### config.mk
export PLATFORM = sky130hd
export DESIGN_NAME = led_blink_sequencer
export DESIGN_NICKNAME = d
export VERILOG_FILES = /design/src/rtl/led_blink_sequencer.sv
export SDC_FILE = /design/constraint.sdc
export NUM_CORES = 1
export LEC_CHECK = 0
export BUFFER_PORTS_ARGS = -buffer_cell sky130_fd_sc_hd__buf_2
export CAP_MARGIN = 15
export CORE_UTILIZATION = 60
export CTS_BUF_LIST = sky130_fd_sc_hd__clkbuf_8
export DETAILED_ROUTE_END_ITERATION = 8
export GPL_TIMING_DRIVEN = 0
export PLACE_DENSITY = 0.87
export SKIP_LAST_GASP = 1
export SLEW_MARGIN = 20
export SYNTH_ARGS = -nofsm -noshare
export SYNTH_HDL_FRONTEND = slang
export SYNTH_SLANG_ARGS = --single-unit
### constraint.sdc
create_clock -name FAB_CLK -period 3.3 [get_ports FAB_CLK]
set_clock_uncertainty 0.2 [all_clocks]
set_input_delay 0.165 -clock FAB_CLK [delete_from_list [all_inputs] [get_ports FAB_CLK]]
set_output_delay 0.165 -clock FAB_CLK [all_outputs]
set_load 0.01 [all_outputs]
### src/rtl/led_blink_sequencer.sv
// Four-step LED pattern sequencer: a register port loads mask/duration steps and
// a control word, then the table is played out on a prescaled tick.
module led_blink_sequencer #(
  parameter int TICK_DIV = 50000,
  parameter int DUR_W    = 12
) (
  input  logic        FAB_CLK,
  input  logic        FAB_LOCK,
  input  logic        cfg_wr,
  input  logic [2:0]  cfg_addr,
  input  logic [15:0] cfg_wdata,
  output logic        cfg_err,
  input  logic        start,
  input  logic        stop,
  output logic        busy,
  output logic        done,
  output logic        LED1,
  output logic        LED2,
  output logic        LED3,
  output logic        LED4
);

  localparam int                PW       = (TICK_DIV > 1) ? $clog2(TICK_DIV) : 1;
  localparam logic [PW-1:0]     PRE_LAST = PW'(TICK_DIV - 1);
  localparam logic [DUR_W-1:0]  DUR_ONE  = DUR_W'(1);

  typedef enum logic {S_IDLE, S_RUN} state_t;

  state_t           r_state;
  state_t           w_state_nxt;

  logic [3:0]       r_mask [4];
  logic [DUR_W-1:0] r_dur  [4];
  logic [1:0]       r_last;
  logic             r_loop;

  logic [PW-1:0]    r_presc;
  logic [DUR_W-1:0] r_dur_cnt;
  logic [1:0]       r_index;
  logic [3:0]       r_led;
  logic             r_busy;
  logic             r_done;
  logic             r_cfg_err;

  logic             w_tick;
  logic             w_expire;
  logic             w_load;
  logic [1:0]       w_load_idx;
  logic             w_go_idle;
  logic             w_finish;
  logic             w_wr_step;
  logic             w_wr_ctrl;
  logic             w_wr_bad;
  logic             w_unused_wdata;

  // A zero duration still shows the step for one full tick.
  function automatic logic [DUR_W-1:0] dur_floor1(input logic [DUR_W-1:0] d);
    return (d == '0) ? DUR_ONE : d;
  endfunction

  assign w_tick    = (r_state == S_RUN) && (r_presc == PRE_LAST);
  assign w_expire  = w_tick && (r_dur_cnt <= DUR_ONE);
  assign w_wr_step = cfg_wr && !cfg_addr[2];
  assign w_wr_ctrl = cfg_wr && (cfg_addr == 3'd4) && !r_busy;
  assign w_wr_bad  = cfg_wr && cfg_addr[2] && ((cfg_addr[1:0] != 2'd0) || r_busy);
  assign w_unused_wdata = ^cfg_wdata;

  always_ff @(posedge FAB_CLK or negedge FAB_LOCK) begin
    if (!FAB_LOCK) r_state <= S_IDLE;
    else           r_state <= w_state_nxt;
  end

  always_comb begin
    w_state_nxt = r_state;
    w_load      = 1'b0;
    w_load_idx  = 2'd0;
    w_go_idle   = 1'b0;
    w_finish    = 1'b0;
    case (r_state)
      S_IDLE: begin
        if (start && !stop) begin
          w_state_nxt = S_RUN;
          w_load      = 1'b1;
        end
      end
      S_RUN: begin
        // stop outranks a step expiring in the same cycle
        if (stop) begin
          w_state_nxt = S_IDLE;
          w_go_idle   = 1'b1;
        end else if (w_expire) begin
          if (r_index != r_last) begin
            w_load     = 1'b1;
            w_load_idx = r_index + 2'd1;
          end else if (r_loop) begin
            w_load     = 1'b1;
          end else begin
            w_state_nxt = S_IDLE;
            w_go_idle   = 1'b1;
            w_finish    = 1'b1;
          end
        end
      end
      default: w_state_nxt = S_IDLE;
    endcase
  end

  always_ff @(posedge FAB_CLK or negedge FAB_LOCK) begin
    if (!FAB_LOCK) begin
      for (int i = 0; i < 4; i++) begin
        r_mask[i] <= '0;
        r_dur[i]  <= '0;
      end
      r_last    <= '0;
      r_loop    <= 1'b0;
      r_cfg_err <= 1'b0;
    end else begin
      if (w_wr_step) begin
        r_mask[cfg_addr[1:0]] <= cfg_wdata[15:12];
        r_dur[cfg_addr[1:0]]  <= cfg_wdata[DUR_W-1:0];
      end
      if (w_wr_ctrl) begin
        r_last <= cfg_wdata[1:0];
        r_loop <= cfg_wdata[2];
      end
      r_cfg_err <= w_wr_bad;
    end
  end

  // Step loads read the table before any same-cycle write lands.
  always_ff @(posedge FAB_CLK or negedge FAB_LOCK) begin
    if (!FAB_LOCK) begin
      r_presc   <= '0;
      r_dur_cnt <= '0;
      r_index   <= '0;
      r_led     <= '0;
      r_busy    <= 1'b0;
      r_done    <= 1'b0;
    end else begin
      if (w_go_idle) begin
        r_presc   <= '0;
        r_dur_cnt <= '0;
        r_index   <= '0;
        r_led     <= '0;
      end else if (w_load) begin
        r_presc   <= '0;
        r_dur_cnt <= dur_floor1(r_dur[w_load_idx]);
        r_index   <= w_load_idx;
        r_led     <= r_mask[w_load_idx];
      end else if (r_state == S_RUN) begin
        r_presc <= w_tick ? '0 : r_presc + 1'b1;
        if (w_tick) r_dur_cnt <= r_dur_cnt - DUR_ONE;
      end
      r_busy <= (w_state_nxt == S_RUN);
      r_done <= w_finish;
    end
  end

  assign {LED4, LED3, LED2, LED1} = r_led;
  assign busy    = r_busy;
  assign done    = r_done;
  assign cfg_err = r_cfg_err;

endmodule

==> results.tsv <==
stage	metric	value	unit
critical_path	crit_end	r_dur_cnt[0]	
critical_path	crit_start	r_dur_cnt[8]	
yosys	async_flop_share	100	%
timing	period_minus_slack	3.20	ns
routing	drc	0	
die	ioPinCount	31	
yosys	synth.cell_area	0.00525	mm2
job	cap_violations	0	
critical_path	cp_slowest_stage_delay	0.49	ns
die	initial_core_util	63.0	%
min_path	hold_path_class	in2async	
clock_tree	cts_made_buffers	9	
yosys	synthTopCellsByArea	dfrtp_1 (50%), mux2_2 (14%), mux2i_1 (3.6%)	
yosys	synth_flop_cell	dfrtp_1	
timing	finalMaxSlewViolations	0	
critical_path	cp_slowest_cell	and3b_1	
timing	worst_pin_slew	1.10	ns
placed_design	numPortBuffers	30	
die	die_area	0.00913	mm2
clock_tree	clockBufferDepth	2	
yosys	synth_seq_area_share	49.6	%
critical_path	ff2ff_setup_slack	0.1	ns
cells_and_area	drive_gt1_share	24.8	%
critical_path	path_buf_inv	0	
routing	route.detailed.wl_per_inst	19.0	um
global_routing	grt_pass1_vias	4087	
timing	setup_violations	0	
power_and_ir_drop	peakVddDrop	0.325	mV
timing	finalHoldViolCount	0	
power_and_ir_drop	leakage	2.69	nW
timing	rsz0062_at_grt	true	
cells_and_area	final_area	0.00597	mm2
clock_tree	clk_pin_slew	0.11	ns
critical_path	rr_endpoint	r_dur_cnt[0]	
critical_path	path_delay_family	simple AND/OR/NAND/NOR gates	
yosys	synth.distinct_cells	61	
die	fp.dieH	95.6	um
critical_path	cp-start-kind	flop	
power_and_ir_drop	p_per_area	601	mW/mm2
die	fp-row-count	33	
yosys	synth_seq_cells	104	
critical_path	worst-r2r-cell-count	8	
yosys	syn_inst	477	
global_routing	antenna_found_initial	0	
timing	whs	0.0316	ns
routing	ant_nets	0	
placed_design	placed_cells	613	
routing	vias_per_cell	6.22	
placed_design	hpwl	8490	um
clock_tree	cts.sinks	104	
yosys	yosysTopAreaCell	dfrtp_1	
cells_and_area	fin_nets	567	
critical_path	path_cells	nor3_1 > and3b_1 > and3_1 > nand3_1 > o2111ai_1 > and4bb_1 > nand4_1 > o41ai_2	
global_routing	grt_pass1_wl	20500	um
yosys	synth.avg_cell_area	11.0	um2
routing	routed_wl	12400	um
global_routing	grt_remaining_overflow	0	
critical_path	crit_cells	8	
yosys	yosys_warnings	0	
critical_path	required	3.36	ns
clock_tree	h-tree-depth	3	
routing	drt_iter0_drc	223	
die	die_x	95.6	um
placed_design	pre_cts_ws	0.0858	ns
cells_and_area	n_fill_cell	579	
timing	max_freq	312	MHz
critical_path	worstPathArrival	3.26	ns
critical_path	r2r_start	r_dur_cnt[8]	
timing	layout_setup_ws	0.0993	ns
global_routing	grt_start_max_net_pins	72	
clock_tree	cts_tree	yes	
critical_path	criticalPathCategory	reg2reg	
timing	relSlewSlack	25.7	%
yosys	syn_nets	504	
die	fp.coreArea	0.00834	mm2
clock_tree	clk_latency	0.38	ns
cells_and_area	stdcell_count	650	
yosys	synth_top_cell_area_share	49.6	%
timing	period_share	97.0	%
clock_tree	clockRootBuffer	clkbuf_8	
placed_design	gp_congestion	0.891	
routing	via_count	4042	
yosys	synth_edf_count	0	
critical_path	worstSetupEndpointType	flop	
global_routing	grt_use_total	30.1	%
status	status	complete, no violations	
critical_path	cp_max_fo	10	
routing	first_pass_iters	7	
cells_and_area	areaGrowthSynthToFinish	13.7	%
cells_and_area	diodes	0	
placed_design	place_area	0.00557	mm2
## power by group
group          switching [mW]  internal [mW]
Clock                   0.474          0.291
Sequential              0.224           1.55
Combinational           0.584          0.466
Total                    1.28           2.31
## metrics by stage
step / total power, mW / utilization (%) / setup TNS [ns]
floorplan: 2.46 / - / 0
global placement: 2.70 / 66.3 / 0
detailed placement: 2.79 / 66.7 / 0
CTS: 3.57 / 71.4 / 0
global route: 3.79 / 71.6 / -0.0838
finish: 3.59 / 71.6 / 0
## cells by family (layout without fill, tap and decap cells)
logic type	count (synthesis)	in the layout	synth area share, %
simple gates	161	161	16.6
flops	104	104	49.6
mux	88	88	18.5
compound gates	79	79	10.0
buf+inv	28	96	2.31
xor+xnor	14	14	2.34
fa+ha+maj	3	3	0.715
## worst register-to-register path: cells and delay by family, from the launching register on
kind	cells	cell delay [ns]
AOI/OAI and AO/OA	2	0.51
DFF	1	0.45
and+or+nand+nor	6	1.92
## cell type report
class | count | area [um2] | area share, %
multi-input cells | 345 | 2530 | 42.4
inverters | 13 | 48.8 | 0.817
flip-flops and latches | 104 | 2600 | 43.6
plain buffers | 14 | 68.8 | 1.15
clock inverters | 7 | 63.8 | 1.07
clock buffers | 9 | 124 | 2.07
well taps | 105 | 131 | 2.20
repair buffers | 53 | 399 | 6.68
## synth_stat cells (6+ instances only)
library cell,count
a31oi_1,6
nor3_1,9
clkbuf_1,10
nor2_1,30
a41oi_1,6
nand3_1,22
inv_1,13
nand2_1,45
and3_1,6
o21ai_1,11
dfrtp_1,104
o21ai_0,17
mux2i_1,19
mux2_2,66
nand4_1,8
a21oi_1,16
xor2_1,9
## layout by cell type, fill, tap and decap left out, drive strengths merged, types with 3 or more instances in the layout
cell | Yosys | layout
dlygate4sd3 | 0 | 20
nand2b | 4 | 4
a21oi | 17 | 17
mux2 | 69 | 69
xnor2 | 5 | 5
o22ai | 3 | 3
mux2i | 19 | 19
a22o | 4 | 4
nor2 | 32 | 32
and3 | 6 | 6
inv | 13 | 18
dfrtp | 104 | 104
buf | 5 | 38
nand4 | 9 | 9
xor2 | 9 | 9
ha | 3 | 3
nand2 | 47 | 47
and2 | 3 | 3
a32o | 5 | 5
nor3 | 9 | 9
o21ai | 28 | 28
or3 | 3 | 3
nor2b | 4 | 4
a31oi | 6 | 6
nand3 | 22 | 22
nor4 | 7 | 7
a41oi | 7 | 7
clkbuf | 10 | 18
## layer usage
layer | up-vias | track usage (%) | part of all wire (%)
li1 | 1866 | - | -
met1 | 1994 | 39.3 | 42
met2 | 148 | 48.4 | 49
met3 | 34 | 6.06 | 6.3
met4 | 0 | 14.1 | 2.6
met5 | - | 0 | 0
## state kept, by name, indices dropped and copies added, names as in the netlist
| name | flops |
|---|---|
| cfg_err | 1 |
| r_dur | 48 |
| done | 1 |
| r_mask | 16 |
| r_last | 2 |
| busy | 1 |
| r_dur_cnt | 12 |
| r_loop | 1 |
| r_index | 2 |
| r_led | 4 |
| r_presc | 16 |
## how the worst min path moves through the flow
stage / depth (start not counted) / to / startpoint / slack (ns)
after floorplan: 0 / busy / FAB_LOCK / -0.33
after global placement: 3 / cfg_err / cfg_wr / 0.20
after detailed placement: 1 / r_dur[46] / FAB_LOCK / -0.12
after CTS: 3 / busy / start / 0.01
after global routing: 2 / r_dur[6] / FAB_LOCK / 0.06
final: 2 / r_dur[46] / FAB_LOCK / 0.03
## repair_timing
action                                 4_1_cts  5_1_grt
hold buffers                                20        0
setup endpoints to repair                    0        8
endpoints found under the hold margin      172        0
resized for setup                            0        1
setup buffers                                0        2
Power figures use the tool's default switching activity.
